--- src/rtl/dti_pkt_pkg.sv ---
`default_nettype none
// ============================================================================
// Module      : dti_pkt_pkg
// Description : Shared types and helpers for the byte-serialising packet
//               transmitter. Provides the opcode type, the FSM state
//               encoding, the length-code constants and the opcode decode
//               functions.
// Revision    : 1.0 - initial release
// ============================================================================
package dti_pkt_pkg;

    typedef logic [4:0] opcode_t;

    typedef enum logic [1:0] {
        IDLE = 2'd0,
        HDR  = 2'd1,
        PAY  = 2'd2
    } state_t;

    // Length codes carried in opcode[1:0]; total bytes include the header.
    localparam logic [1:0] c_len_code_2  = 2'b00;
    localparam logic [1:0] c_len_code_4  = 2'b01;
    localparam logic [1:0] c_len_code_8  = 2'b10;
    localparam logic [1:0] c_len_code_16 = 2'b11;

    // Total byte count (header + payload) for an opcode.
    function automatic logic [4:0] pkt_len(input opcode_t opcode);
        logic [4:0] len;
        case (opcode[1:0])
            c_len_code_2:  len = 5'd2;
            c_len_code_4:  len = 5'd4;
            c_len_code_8:  len = 5'd8;
            c_len_code_16: len = 5'd16;
            default:       len = 5'd2;
        endcase
        return len;
    endfunction

    // Only opcodes with bit 4 set describe a transmittable packet.
    function automatic logic pkt_opcode_legal(input opcode_t opcode);
        return opcode[4];
    endfunction

endpackage : dti_pkt_pkg
`default_nettype wire

--- src/rtl/dti_pkt_byte_tx.sv ---
`default_nettype none
// ============================================================================
// Module      : dti_pkt_byte_tx
// Description : Accepts one packet at a time (5-bit opcode + up to 15
//               payload bytes) and serialises it as a header byte followed
//               by payload bytes onto a wr_req/wr_full push interface that
//               feeds the write port of a width-converting async FIFO.
// Ports       : wr_clk, wr_reset_n (async assert, active low)
//               pkt_valid/pkt_ready/pkt_opcode/pkt_data : packet input
//               wr_req/wr_din/wr_full                   : byte push output
//               busy        : packet in flight
//               err_opcode  : one-cycle pulse when an illegal opcode is dropped
//               pkt_sent_cnt: saturating count of completed packets
// Revision    : 1.0 - initial release
// ============================================================================
module dti_pkt_byte_tx
    import dti_pkt_pkg::*;
#(
    parameter int WR_DATA_WIDTH = 8,
    parameter int PKT_WIDTH     = 128
) (
    input  logic                     wr_clk,
    input  logic                     wr_reset_n,
    input  logic                     pkt_valid,
    output logic                     pkt_ready,
    input  logic [4:0]               pkt_opcode,
    input  logic [PKT_WIDTH-1:0]     pkt_data,
    output logic                     wr_req,
    output logic [WR_DATA_WIDTH-1:0] wr_din,
    input  logic                     wr_full,
    output logic                     busy,
    output logic                     err_opcode,
    output logic [15:0]              pkt_sent_cnt
);

    // At most 15 payload bytes are ever sent, so the top byte of pkt_data
    // is never stored.
    localparam int c_pay_width = PKT_WIDTH - WR_DATA_WIDTH;
    localparam int c_pay_bytes = c_pay_width / WR_DATA_WIDTH;

    state_t                 r_state_q,    w_state_d;
    opcode_t                r_opcode_q,   w_opcode_d;
    logic [c_pay_width-1:0] r_data_q,     w_data_d;
    logic [4:0]             r_len_q,      w_len_d;
    logic [3:0]             r_cnt_q,      w_cnt_d;
    logic                   r_err_q,      w_err_d;
    logic [15:0]            r_sent_cnt_q, w_sent_cnt_d;

    logic                     w_take;
    logic                     w_last;
    logic                     w_accept;
    logic                     w_legal;
    logic [3:0]               w_byte_sel;
    logic [WR_DATA_WIDTH-1:0] w_pay_byte;
    logic [WR_DATA_WIDTH-1:0] w_header;
    logic                     w_unused_top;

    assign w_unused_top = ^pkt_data[PKT_WIDTH-1 -: WR_DATA_WIDTH];

    // ------------------------------------------------------------------
    // Output datapath
    // ------------------------------------------------------------------
    assign wr_req   = (r_state_q != IDLE);
    assign busy     = (r_state_q != IDLE);
    assign w_take   = wr_req && !wr_full;
    assign w_header = WR_DATA_WIDTH'({3'b000, r_opcode_q});

    // In PAY the counter runs 1..len-1 and selects payload byte counter-1.
    assign w_byte_sel = r_cnt_q - 4'd1;

    always_comb begin
        w_pay_byte = '0;
        for (int i = 0; i < c_pay_bytes; i++) begin
            if (w_byte_sel == 4'(i)) begin
                w_pay_byte = r_data_q[i*WR_DATA_WIDTH +: WR_DATA_WIDTH];
            end
        end
    end

    always_comb begin
        wr_din = '0;
        case (r_state_q)
            HDR:     wr_din = w_header;
            PAY:     wr_din = w_pay_byte;
            default: wr_din = '0;
        endcase
    end

    // Last byte: payload byte taken with the counter at len-1. The header
    // can never be last since the shortest packet is two bytes.
    assign w_last = (r_state_q == PAY) && w_take &&
                    ({1'b0, r_cnt_q} == (r_len_q - 5'd1));

    // Ready depends on wr_full only through the last-byte term, which is
    // what allows back-to-back packets without a bubble.
    assign pkt_ready = (r_state_q == IDLE) || w_last;
    assign w_accept  = pkt_valid && pkt_ready;
    assign w_legal   = pkt_opcode_legal(pkt_opcode);

    assign err_opcode   = r_err_q;
    assign pkt_sent_cnt = r_sent_cnt_q;

    // ------------------------------------------------------------------
    // Next-state logic
    // ------------------------------------------------------------------
    always_comb begin
        w_state_d    = r_state_q;
        w_opcode_d   = r_opcode_q;
        w_data_d     = r_data_q;
        w_len_d      = r_len_q;
        w_cnt_d      = r_cnt_q;
        w_err_d      = 1'b0;
        w_sent_cnt_d = r_sent_cnt_q;

        case (r_state_q)
            IDLE: begin
                w_state_d = IDLE;
            end
            HDR: begin
                if (w_take) begin
                    w_state_d = PAY;
                    w_cnt_d   = 4'd1;
                end
            end
            PAY: begin
                if (w_last) begin
                    w_state_d = IDLE;
                    if (r_sent_cnt_q != 16'hFFFF) begin
                        w_sent_cnt_d = r_sent_cnt_q + 16'd1;
                    end
                end else if (w_take) begin
                    w_cnt_d = r_cnt_q + 4'd1;
                end
            end
            default: begin
                w_state_d = IDLE;
            end
        endcase

        // An accept happens only from IDLE or on the last-byte cycle, both
        // of which otherwise head to IDLE; a legal packet overrides that.
        if (w_accept) begin
            if (w_legal) begin
                w_state_d  = HDR;
                w_opcode_d = pkt_opcode;
                w_data_d   = pkt_data[c_pay_width-1:0];
                w_len_d    = pkt_len(pkt_opcode);
                w_cnt_d    = 4'd0;
            end else begin
                w_err_d = 1'b1;
            end
        end
    end

    // ------------------------------------------------------------------
    // Registers
    // ------------------------------------------------------------------
    always_ff @(posedge wr_clk or negedge wr_reset_n) begin
        if (!wr_reset_n) begin
            r_state_q    <= IDLE;
            r_opcode_q   <= '0;
            r_data_q     <= '0;
            r_len_q      <= '0;
            r_cnt_q      <= '0;
            r_err_q      <= 1'b0;
            r_sent_cnt_q <= '0;
        end else begin
            r_state_q    <= w_state_d;
            r_opcode_q   <= w_opcode_d;
            r_data_q     <= w_data_d;
            r_len_q      <= w_len_d;
            r_cnt_q      <= w_cnt_d;
            r_err_q      <= w_err_d;
            r_sent_cnt_q <= w_sent_cnt_d;
        end
    end

endmodule : dti_pkt_byte_tx
`default_nettype wire

--- config.mk ---
export PLATFORM = sky130hd
export DESIGN_NAME = dti_pkt_byte_tx
export DESIGN_NICKNAME = d
export VERILOG_FILES = /design/src/rtl/dti_pkt_pkg.sv /design/src/rtl/dti_pkt_byte_tx.sv
export SDC_FILE = /design/constraint.sdc
export NUM_CORES = 1
export LEC_CHECK = 0
export BUFFER_PORTS_ARGS = -buffer_cell sky130_fd_sc_hd__buf_2
export CORE_ASPECT_RATIO = 1.5
export CORE_MARGIN = 5
export CORE_UTILIZATION = 60
export DETAILED_ROUTE_END_ITERATION = 7
export PLACE_DENSITY_LB_ADDON = 0.25
export SLEW_MARGIN = 25
export SYNTH_ARGS = -nofsm -noshare
export SYNTH_HDL_FRONTEND = slang
export SYNTH_SLANG_ARGS = --single-unit
--- constraint.sdc ---
create_clock -name wr_clk -period 7.2 [get_ports wr_clk]
set_input_delay 1.08 -clock wr_clk [delete_from_list [all_inputs] [get_ports wr_clk]]
set_output_delay 1.08 -clock wr_clk [all_outputs]
set_load 0.05 [all_outputs]
; ---- After elaboration in Yosys (flattened, before gate mapping)
; Cells that the tools add are included.
[word_totals]
register_bits = 153
latch_bits = 0
ram_bits = 0
mem_bits_ro = 0
inputBits = 137
elab_cells = 74
mem_count = 0
[classes]
add_sub_neg = 4
n_mul = 0
n_div = 0
magnitude_cmp = 0
eq_ne = 21
shifts = 0
n_mux = 30
bitwise = 0
reduce_logical = 12
[op_table]
columns = op, count
row1 = $mux W8, 15
row2 = $eq A4 B4 Y1 const B, 7
row3 = $mux W4, 5
row4 = $pmux W5 S4, 1
row5 = $add A16 B1 Y16 const B, 1
row6 = $eq A4 B3 Y1 const B, 4
row7 = $ne A16 B16 Y1 const B, 1
row8 = $pmux W8 S2, 1
row9 = $eq A4 B2 Y1 const B, 2
row10 = $mux W2, 4
row11 = $pmux W4 S2, 1
row12 = $eq A2 B2 Y1 const B, 3
row13 = $eq A4 B5 Y1, 1
row14 = $sub A5 B1 Y5 const B, 1
row15 = $add A4 B1 Y4 const B, 1
row16 = $eq A2 B1 Y1 const B, 2
row17 = $eq A4 B1 Y1 const B, 1
row18 = $logic_and A1 B1 Y1, 4
row19 = $logic_not A2 Y1, 2
row20 = $logic_not A4 Y1, 1
row21 = $pmux W2 S2, 1
row22 = $sub A4 B1 Y4 const B, 1
row23 = $reduce_and A3 Y1, 1
row24 = $mux W1, 2
row25 = other kinds (4), 4

; ---- Depth between registers and ports, before layout
[depth]
word_depth = 18
depth_mapped = 11

; ---- Worst setup path after synthesis
; No wires, ideal clock.
[synth_path]
path_kind = reg2out
from = register r_cnt_q[1]
to = output wr_din[6]
t_arrival_ns = 3.164
required_ns = 6.120
slack_ns = 2.956
path_stages_with_launch = 11
path_buffers = 2
path_cell_list = dfrtp_1 buf_2 inv_1 ha_1 buf_2 nand2b_1 nor3_1 o21ai_1 o21ai_0 o31ai_1 a221oi_1
[synth_via]
elab_chain_len = 18
word_cells_on_any_way = 32
classes_between = add/sub (1) / eq/ne (14) / mux (16) / reduce/logical (1)
[synth_lines]
columns = element, line
row1 = start: declaration, dti_pkt_byte_tx.sv:45  ; logic [3:0] r_cnt_q, w_cnt_d;
row2 = start signal: assignment, dti_pkt_byte_tx.sv:172  ; r_cnt_q <= w_cnt_d;
row3 = $sub A4 B1 Y4 (*), dti_pkt_byte_tx.sv:69  ; assign w_byte_sel = r_cnt_q - 4'd1;
row4 = $logic_not A4 Y1, dti_pkt_byte_tx.sv:74  ; if (w_byte_sel == 4'(i)) begin
row5 = $mux W8 (14 in a row), dti_pkt_byte_tx.sv:74
row6 = $mux W8 (*), dti_pkt_byte_tx.sv:74
row7 = $pmux W8 S2 (*), dti_pkt_byte_tx.sv:82  ; case (r_state_q)
row8 = end: declaration, dti_pkt_byte_tx.sv:29  ; output logic [WR_DATA_WIDTH-1:0] wr_din,
; Mark *: on every way between the ends. The rest lies on a longest branch, timed or not.

; ---- Worst setup path in the final report
[layout_path]
from = register r_cnt_q[0]
to = output wr_din[7]
; The elaborated chain is that of the path after synthesis.

==> metrics.csv <==
metric,value,unit
hold_viol,0,
grt_max_degree,81,
routedWlPerCell,21.4,um
min_period,4.96,ns
dp_cells,920,
avgSynthCellArea,12.6,um^2
power,2.50,mW
worstSetupPathType,register to primary output,
clock_skew,0.00804,ns
drt_iter0_markers,459,
synth_compound_area_share,12.9,%
drive_above_1_share,42.5,%
cts_resized,0,
stdcell_count,952,
portBuffers,156,
worstSkewPairLatency,0.42,ns
wl_met1,8010,um
finalCritPeriodShare,68.8,%
synthMuxAreaShare,23.2,%
row_count,51,
setup_viol,0,
cp_cell_sequence,"inv_1, ha_1, nor2b_1, o21ai_1, a21boi_1, a21oi_1, a211o_1, a31oi_1, buf_2",
die_h,152,um
antenna_found_initial,0,
slew_violations,0,
ctsHoldBuffers,0,
clock-sinks,152,
dieArea,15900,um^2
cts_buffer_depth,2,
synthSimpleGateAreaFrac,8.85,%
reg2reg_slack,3.98,ns
ioPinCount,165,
via_per_inst,6.22,
nNetsFinal,928,
met2_length,10500,um
synthFlopType,dfrtp_1,
crit_path_top_delay_cell,a21boi_1,
grt_pass1_vias,6211,
fin_tns_setup,0,ns
routabilityCongestion,0.863,
die_x,105,um
insertedDiodeCount,0,
cts_tree,yes,
synthCells,638,
post_cts_buffers,0,
grt_pass1_wl,32100,um
routed.top_layer,met4,
crit_path_max_incr_delay,0.72,ns
overflow,0,
slew_headroom,37.4,%
cap_viol_max_count,0,
core,13100,um^2
wl_met3,1260,um
syn-cell-area,8040,um^2
grt_setup_unrepaired,no,
dr.pass1.iters,5,
start_kind,register,
area_growth,17.5,%
worstSetupEndpointType,primary output,
outcome,finished clean,
initial_core_util,61.5,%
synth_top_area_share,47.3,%
arrival,3.88,ns
synth_nets,785,
numCtsBuffers,17,
fin_ws,2.24,ns
multi_input_area,3890,um^2
yosysTopAreaCell,dfrtp_1,
placed_cell_area,8780,um^2
ant_nets,0,
finalWirelength,20300,um
worstPathMaxFanout,19,
clockRootBuffer,clkbuf_16,
yosysSeqAreaShare,47.3,%
peakVddDrop,0.000132,V
synthArstFlopShare,100,%
ys_ff_latch,152,
clk_pin_slew_worst_paths,0.06,ns
p_leak,4.41,nW
htreeDepth,4,
synthTopCellsByArea,"dfrtp_1, mux2_4, a221oi_1",
grtUsageTotal,25.6,%
power_density,264,nW/um^2
yosysUniqueCellTypes,63,
tightest_slew,0.939,ns
final_area,9450,um^2
drc,0,
synth_xor_area_share,1.91,%
hp-class,register to register,
num-fill-cells,909,
required,6.12,ns
synth_edf_count,0,
dp_hpwl,14400,um
place_ws,2.78,ns
synthAdderAreaFrac,1.56,%
seqCellArea,3800,um^2
yosysWarnings,0,
fmax,202,MHz
synth_top_family_by_area,multiplexers,
num_vias,5922,
==> kinds of logic after synthesis <==
logic type / count (synthesis)
xor gates and xnor gates: 16
adders and majority gates: 10
and+or+nand+nor: 135
buffers and inverters: 51
muxes: 129
AOI/OAI and AO/OA: 145
DFF: 152
==> layout make-up <==
cell class | instances | share of cell area, %
flip-flops and latches | 152 | 40.3
clock buffers | 19 | 4.69
well taps | 159 | 2.11
inverters | 14 | 0.556
clock inverters | 12 | 2.11
repair buffers | 161 | 9.07
multi-input cells | 435 | 41.2
==> sequential cells by signal, indices dropped and copies added (netlist names) <==
register and count:
err_opcode 1, r_cnt_q 4, r_state_q 2, pkt_sent_cnt 16, r_len_q 4, r_data_q 120
r_opcode_q 5
==> worst paths after layout <==
check | startpoint | end | cells after the start
max | r_cnt_q[0] | wr_din[7] | 9
min | pkt_sent_cnt[6] | pkt_sent_cnt[6] | 1
max reg2reg | r_cnt_q[3] | r_data_q[93] | 7
min reg2reg | pkt_sent_cnt[6] | pkt_sent_cnt[6] | 1
max in group asynchronous | wr_reset_n | r_data_q[116] | 2
min in group asynchronous | wr_reset_n | r_data_q[58] | 1
==> through the flow <==
stage,utilization (%),hold WS (ns)
after floorplan,-,0.458
after global placement,67.1,0.472
after detailed placement,67.1,0.475
after CTS,72.0,0.488
after global routing,72.2,0.508
final,72.2,0.484
==> routing by layer <==
metal	up-vias	global-route usage, %
met1	2931	31.6
met4	0	9.53
met3	53	6.10
met5	-	0
li1	2651	-
met2	287	43.9
==> critical path: cells and delay by family, from the launching register on <==
kind | cells | cell delay, ns
AOI/OAI and AO/OA | 5 | 1.60
adders and majority gates | 1 | 0.59
buffers and inverters | 2 | 0.46
DFF | 1 | 0.49
and+or+nand+nor | 1 | 0.31
==> cell usage in the layout, fill, tap and decap left out, drive strengths merged, types with 3 or more instances in the layout <==
master	n
nor2b	4
clkinv	5
a31oi	4
o22ai	8
mux2	127
nor2	28
nand3	11
clkbuf	19
ha	10
inv	15
buf	161
o21ba	4
o21ai	33
bufinv	5
a22oi	6
nand2b	6
a221o	11
nand2	38
or3b	6
o31ai	11
dfrtp	152
a21boi	4
or3	3
nor4	3
o21a	8
and2	4
nand4	6
and3	10
a21oi	21
nor3b	3
xor2	5
a221oi	22
xnor2	10
nor3	7
==> cells in the mapped netlist, types with 10 or more instances <==
master      n
a21oi_1    21
a221o_1    11
o31ai_1    11
xnor2_1    10
clkbuf_1   14
a221oi_1   22
dfrtp_1   152
ha_1       10
o21ai_0    30
buf_8      10
inv_1      14
nor2_1     28
nand2_1    37
nand3_1    11
mux2_2     17
mux2_4    110
==> power breakdown <==
part           switching [mW]  internal [mW]  total (mW)
clock network           0.358          0.623       0.980
logic                   0.185          0.252       0.437
registers              0.0935          0.988        1.08
total                   0.636           1.86        2.50
Power figures use the tool's default switching activity.
